`src/rtl/retire_mon_pkg.sv`:
```
// Shared types for the retire monitor: event classes, FSM states and the
// default-width trace event record.
package retire_mon_pkg;

  typedef enum logic [2:0] {
    EV_OTHER = 3'd0,
    EV_REG   = 3'd1,
    EV_LOAD  = 3'd2,
    EV_STORE = 3'd3,
    EV_HALT  = 3'd4
  } ev_kind_e;

  typedef enum logic [2:0] {
    IDLE    = 3'd0,
    RUN     = 3'd1,
    DRAIN   = 3'd2,
    DONE    = 3'd3,
    TIMEOUT = 3'd4
  } mon_state_e;

  localparam int unsigned DEF_DATA_W = 16;
  localparam int unsigned DEF_REG_W  = 4;
  localparam int unsigned DEF_CNT_W  = 32;

  // Event record at the default widths; the monitor builds the same layout
  // with its own parameters.
  typedef struct packed {
    ev_kind_e              kind;
    logic [DEF_CNT_W-1:0]  inum;
    logic [DEF_DATA_W-1:0] pc;
    logic [DEF_REG_W-1:0]  reg_idx;
    logic [DEF_DATA_W-1:0] value;
    logic [DEF_DATA_W-1:0] addr;
  } ev_rec_t;

  // Classification priority: halt, load, register write, store, other.
  function automatic ev_kind_e classify(input logic halt, input logic we,
                                        input logic rd, input logic wr);
    if (halt)          return EV_HALT;
    else if (we && rd) return EV_LOAD;
    else if (we)       return EV_REG;
    else if (wr)       return EV_STORE;
    else               return EV_OTHER;
  endfunction

endpackage

```
`src/rtl/retire_monitor_trace_fifo.sv`:
```
// Synchronous show-ahead FIFO for trace events. The head entry is visible
// on rdata whenever empty is low; push and pop in the same cycle are both
// honoured even when full.
module trace_fifo #(
  parameter int unsigned WIDTH = 8,
  parameter int unsigned DEPTH = 8
) (
  input  logic             clk,
  input  logic             rst_n,
  input  logic             push,
  input  logic [WIDTH-1:0] wdata,
  input  logic             pop,
  output logic [WIDTH-1:0] rdata,
  output logic             full,
  output logic             empty
);

  localparam int unsigned PTR_W = (DEPTH > 1) ? $clog2(DEPTH) : 1;

  logic [WIDTH-1:0] mem [DEPTH];
  logic [PTR_W-1:0] wr_ptr;
  logic [PTR_W-1:0] rd_ptr;
  logic [PTR_W:0]   count;
  logic             do_push;
  logic             do_pop;

  assign empty   = (count == '0);
  assign full    = (count == (PTR_W+1)'(DEPTH));
  assign do_pop  = pop & ~empty;
  // A pop in the same cycle frees the slot, so a full FIFO still accepts.
  assign do_push = push & (~full | do_pop);
  assign rdata   = mem[rd_ptr];

  // Pointer and occupancy tracking.
  always_ff @(posedge clk) begin
    if (!rst_n) begin
      wr_ptr <= '0;
      rd_ptr <= '0;
      count  <= '0;
    end else begin
      if (do_push) wr_ptr <= wr_ptr + PTR_W'(1);
      if (do_pop)  rd_ptr <= rd_ptr + PTR_W'(1);
      case ({do_push, do_pop})
        2'b10:   count <= count + (PTR_W+1)'(1);
        2'b01:   count <= count - (PTR_W+1)'(1);
        default: count <= count;
      endcase
    end
  end

  // Storage; contents are don't-care until written.
  always_ff @(posedge clk) begin
    if (do_push) mem[wr_ptr] <= wdata;
  end

endmodule

```
`src/rtl/retire_monitor.sv`:
```
// Commit-stage monitor: classifies and numbers retired instructions, counts
// run cycles, and queues trace events until halt or watchdog expiry.
module retire_monitor
  import retire_mon_pkg::*;
#(
  parameter int unsigned DATA_W     = 16,
  parameter int unsigned REG_W      = 4,
  parameter int unsigned CNT_W      = 32,
  parameter int unsigned FIFO_DEPTH = 8,
  parameter int unsigned WDOG_LIMIT = 100000
) (
  input  logic              clk,
  input  logic              rst_n,
  input  logic              en,
  input  logic              retire_valid,
  input  logic [DATA_W-1:0] retire_pc,
  input  logic              rf_we,
  input  logic [REG_W-1:0]  rf_wreg,
  input  logic [DATA_W-1:0] rf_wdata,
  input  logic              mem_rd,
  input  logic              mem_wr,
  input  logic [DATA_W-1:0] mem_addr,
  input  logic [DATA_W-1:0] mem_data,
  input  logic              halt_in,
  output logic              ev_valid,
  input  logic              ev_ready,
  output logic [2:0]        ev_kind,
  output logic [CNT_W-1:0]  ev_inum,
  output logic [DATA_W-1:0] ev_pc,
  output logic [REG_W-1:0]  ev_reg,
  output logic [DATA_W-1:0] ev_value,
  output logic [DATA_W-1:0] ev_addr,
  output logic [CNT_W-1:0]  inst_count,
  output logic [CNT_W-1:0]  cycle_count,
  output logic              done,
  output logic              timeout,
  output logic              overflow
);

  typedef struct packed {
    ev_kind_e          kind;
    logic [CNT_W-1:0]  inum;
    logic [DATA_W-1:0] pc;
    logic [REG_W-1:0]  reg_idx;
    logic [DATA_W-1:0] value;
    logic [DATA_W-1:0] addr;
  } ev_t;

  localparam int unsigned      EV_W      = $bits(ev_t);
  localparam logic [CNT_W-1:0] WDOG_LAST = CNT_W'(WDOG_LIMIT - 1);

  mon_state_e       state;
  logic [CNT_W-1:0] inst_count_q;
  logic [CNT_W-1:0] cycle_count_q;
  logic             done_q;
  logic             timeout_q;
  logic             overflow_q;

  logic             accept;
  logic             pop;
  logic             fifo_full;
  logic             fifo_empty;
  ev_kind_e         kind_new;
  ev_t              ev_new;
  ev_t              ev_head;
  logic [EV_W-1:0]  head_bits;

  assign accept = (state == RUN) && retire_valid;
  assign pop    = ev_valid & ev_ready;

  // Build the event for the retiring instruction, zeroing unused fields.
  always_comb begin
    kind_new       = classify(halt_in, rf_we, mem_rd, mem_wr);
    ev_new         = '0;
    ev_new.kind    = kind_new;
    ev_new.inum    = inst_count_q;
    ev_new.pc      = retire_pc;
    case (kind_new)
      EV_REG: begin
        ev_new.reg_idx = rf_wreg;
        ev_new.value   = rf_wdata;
      end
      EV_LOAD: begin
        ev_new.reg_idx = rf_wreg;
        ev_new.value   = rf_wdata;
        ev_new.addr    = mem_addr;
      end
      EV_STORE: begin
        ev_new.value = mem_data;
        ev_new.addr  = mem_addr;
      end
      default: ;
    endcase
  end

  trace_fifo #(
    .WIDTH (EV_W),
    .DEPTH (FIFO_DEPTH)
  ) u_fifo (
    .clk   (clk),
    .rst_n (rst_n),
    .push  (accept),
    .wdata (ev_new),
    .pop   (pop),
    .rdata (head_bits),
    .full  (fifo_full),
    .empty (fifo_empty)
  );

  assign ev_head = head_bits;

  // Run-state FSM with registered done/timeout flags; halt beats the watchdog.
  always_ff @(posedge clk) begin
    if (!rst_n) begin
      state     <= IDLE;
      done_q    <= 1'b0;
      timeout_q <= 1'b0;
    end else begin
      case (state)
        IDLE: if (en) state <= RUN;
        RUN: begin
          if (retire_valid && halt_in) begin
            state <= DRAIN;
          end else if (cycle_count_q == WDOG_LAST) begin
            state     <= TIMEOUT;
            timeout_q <= 1'b1;
          end
        end
        DRAIN: begin
          if (fifo_empty) begin
            state  <= DONE;
            done_q <= 1'b1;
          end
        end
        default: ;
      endcase
    end
  end

  // Instruction/cycle counters and the sticky drop flag.
  always_ff @(posedge clk) begin
    if (!rst_n) begin
      inst_count_q  <= '0;
      cycle_count_q <= '0;
      overflow_q    <= 1'b0;
    end else begin
      if (accept) inst_count_q <= inst_count_q + CNT_W'(1);
      if (state == RUN && cycle_count_q != '1) cycle_count_q <= cycle_count_q + CNT_W'(1);
      if (accept && fifo_full && !pop) overflow_q <= 1'b1;
    end
  end

  // Head fields read as zero whenever no event is pending.
  assign ev_valid    = ~fifo_empty;
  assign ev_kind     = ev_valid ? ev_head.kind    : 3'd0;
  assign ev_inum     = ev_valid ? ev_head.inum    : '0;
  assign ev_pc       = ev_valid ? ev_head.pc      : '0;
  assign ev_reg      = ev_valid ? ev_head.reg_idx : '0;
  assign ev_value    = ev_valid ? ev_head.value   : '0;
  assign ev_addr     = ev_valid ? ev_head.addr    : '0;
  assign inst_count  = inst_count_q;
  assign cycle_count = cycle_count_q;
  assign done        = done_q;
  assign timeout     = timeout_q;
  assign overflow    = overflow_q;

endmodule

```
`config.mk`:
```
export PLATFORM = sky130hd
export DESIGN_NAME = retire_monitor
export DESIGN_NICKNAME = d
export VERILOG_FILES = /design/src/rtl/retire_mon_pkg.sv /design/src/rtl/retire_monitor_trace_fifo.sv /design/src/rtl/retire_monitor.sv
export SDC_FILE = /design/constraint.sdc
export NUM_CORES = 1
export LEC_CHECK = 0
export CORE_UTILIZATION = 40
export CTS_CLUSTER_DIAMETER = 80
export DETAILED_ROUTE_END_ITERATION = 10
export GPL_TIMING_DRIVEN = 1
export SLEW_MARGIN = 10
export SYNTH_ARGS = -nofsm -noshare
export SYNTH_HDL_FRONTEND = slang
export SYNTH_SLANG_ARGS = --single-unit
export TNS_END_PERCENT = 1
```
`constraint.sdc`:
```
create_clock -name clk -period 15.5 [get_ports clk]
set_input_delay 3.1 -clock clk [delete_from_list [all_inputs] [get_ports clk]]
set_output_delay 3.1 -clock clk [all_outputs]
set_load 0.01 [all_outputs]
```
==> results.toml <==
[global_route]
grt_pass1_vias = 16718
grt_max_degree = 100
grt.overflow.total = 0
grt_pass1_wl_um = 104000
antenna_found_initial = 0
grt_use_total_pct = 17.7

[detailed_routing]
drt-total-wl_um = 69100
drc = 0
via_count = 15986
drt-pass1-iter-count = 5
drtIter0Drc = 1189
wl_per_cell_um = 23.2
avgViaCountPerCell = 5.36
drtAntennaViolNets = 0

[worst_setup_path]
worstPathArrival_ns = 4.45
start_kind = "flip-flop"
crit_chain = "buf_12 > buf_4 > mux4_2 > mux2i_1 > nor2_1 > clkdlybuf4s50_1"
cp_slowest_cell = "dfxtp_4"
worst_path_largest_cell_delay_ns = 0.98
critPathMaxFanout = 99
worst_ep_required_time_ns = 12.40
worstSetupEndpointType = "output port"
crit_type = "reg -> out"

[timing]
setup_tns_ns = 0
slew_violations = 0
hold_viol = 0
slew_headroom_pct = 27.4
fin_ws_ns = 7.95
fin_worst_skew_ns = 0.0199
fin_crit_ns = 7.55
setup_violations = 0
rsz0062_at_grt = "false"
fmax_mhz = 133
worst_pin_slew_ns = 1.09
fin_crit_sh_pct = 48.7

[synth]
synth_flop_cell = "edfxtp_1"
yosys_warnings = 0
synth_area_leaders = "edfxtp_1, mux4_2, dfxtp_1"
synth.top_cell.area_share_pct = 67.8
synth_cell_type_count = 51
synth_adder_area_share_pct = 0.203
synth_top_family_by_area = "multiplexers"
async_reset_ff_share_pct = 0
syn_avg_cell_area_um2 = 18.5
netlist_area_mm2 = 0.0308
yosys.area_share.simple_pct = 5.66
ys_top_cells_by_count = "edfxtp_1, mux4_2, nor2_1, mux2i_1, dfxtp_1"
yosysTopAreaCell = "edfxtp_1"
synth.area.mux_share_pct = 15.7
synth_edf_count = 696
synth_compound_gate_area_share_pct = 2.46
synth-xor-area-share_pct = 0.710
synth_cells = 1664
ys_ff_latch = 779
syn_nets = 1746
ys_seq_area_share_pct = 73.2
yosys.cell_count.top_type = "edfxtp_1"

[clock_network]
cts_max_path_buffers = 3
post_cts_buffers = 0
cts_tree = "yes"
cts_hold_buf = 0
clkSlewWorstSetupHoldPaths_ns = 0.06
cts_sinks = 779
numCtsBuffers = 81
cts_root_buf = "clkbuf_16"
ctsResizeCount = 0
ctsHtreeMaxLevel = 3
clk_latency_ns = 0.62

[placed_design]
dp_cells = 2838
port_buffers = 231
place.gp.congestion = 0.786
dpl.hpwl_um = 38700
dp_worst_setup_slack_ns = 8.40

[die]
rows = 101
design.core.area_mm2 = 0.0761
initial_core_util_pct = 40.5
die_w_um = 280
dieArea_mm2 = 0.0782
io_pins = 232
fp.dieH_um = 280

[cells_and_area]
antenna_cells = 0
nets = 1973
drive_above_1_share_pct = 17.0
fin_cells = 2984
area_delta_synth_final_pct = 18.8

[power_and_ir_drop]
ir_drop_v = 0.000128
p_leak_nw = 10.9
pwr_density_cell_mw_per_mm2 = 146

[run_status]
status = "complete, no violations"

[run]
maxCapViolCount = 0

[min_path]
hold_path.class = "reg -> reg"
## power by group
part,internal [W],switching (W),total (W)
Clock,0.00102,0.000779,0.00180
Combinational,0.000609,0.000578,0.00119
Sequential,0.00230,0.0000574,0.00236
## area by class of cell
cell class / instances / area, µm²
multi-input combinational: 754 / 7710
clock inverter: 46 / 330
inverter: 12 / 45.0
sequential: 779 / 22600
timing repair buffer: 263 / 2560
tap: 1030 / 1290
fill: 6365 / 39400
clock buffer: 100 / 2120
## layout by cell type (no fill, tap or decap), types with 14 or more instances in the layout
master           netlist  final
edfxtp_1             696    696
clkdlybuf4s50_1        0    231
mux4_2               174    174
nor2_1               128    125
mux2i_1               92     92
clkbuf_16              0     82
dfxtp_1               83     80
a21oi_1               45     44
nand2_1               33     33
nand3_1               32     32
buf_4                 35     31
or3_1                 26     26
and2_1                22     22
clkinv_1               0     22
o21ai_0               20     20
clkbuf_1              53     18
nand4_1               17     17
a22o_1                16     16
or4_1                 16     16
xor2_1                14     14
## final timing paths
| path | startpoint | to | slack, ns | cells past startpoint |
|---|---|---|---|---|
| worst max-delay path | flip-flop | ev_kind[2] | 7.95 | 6 |
| worst min-delay path | overflow | overflow | 0.49 | 2 |
| worst max register to register | state[2] | u_fifo.mem[1][77] | 12.39 | 6 |
| worst min register to register | overflow | overflow | 0.49 | 2 |
## kinds of logic (layout without fill, tap and decap cells)
logic type | count (synthesis) | after routing
compound gates | 122 | 122
xor+xnor | 25 | 25
fa+ha+maj | 5 | 5
buf+inv | 131 | 421
flops | 779 | 779
mux | 266 | 266
simple gates | 336 | 336
## through the flow
step	total power (W)	hold slack [ns]	instance area, µm²	utilization, %
CTS	0.00543	0.486	36600	48.1
floorplan	0.00309	0.462	30800	-
global placement	0.00362	0.448	34200	44.9
finish	0.00535	0.487	36600	48.1
global route	0.00557	0.513	36600	48.1
detailed placement	0.00363	0.459	34200	44.9
## critical path, delay by kind of cell, from the launching register on
kind / cells / cell delay (ns)
AND/OR/NAND/NOR: 1 / 0.11
buffers and inverters: 3 / 1.91
multiplexers: 2 / 0.74
flip-flops: 1 / 0.98
## routing by layer
layer	wire, µm	part of all wire, %	vias to the layer above	global-route usage [%]
met2	33900	49	402	29.3
li1	-	-	7132	-
met1	30000	43	8376	23.5
met4	834	1.2	0	4.02
met5	0	0	-	0
met3	4310	6.2	76	4.39
## registers in the layout, indices dropped and copies added, names as in the netlist, named ones only
name	count
overflow	1
u_fifo.count	4
inst_count	32
done	1
state	3
u_fifo.wr_ptr	3
cycle_count	32
u_fifo.rd_ptr	3
u_fifo.mem	696
timeout	1
Power figures use the tool's default switching activity.
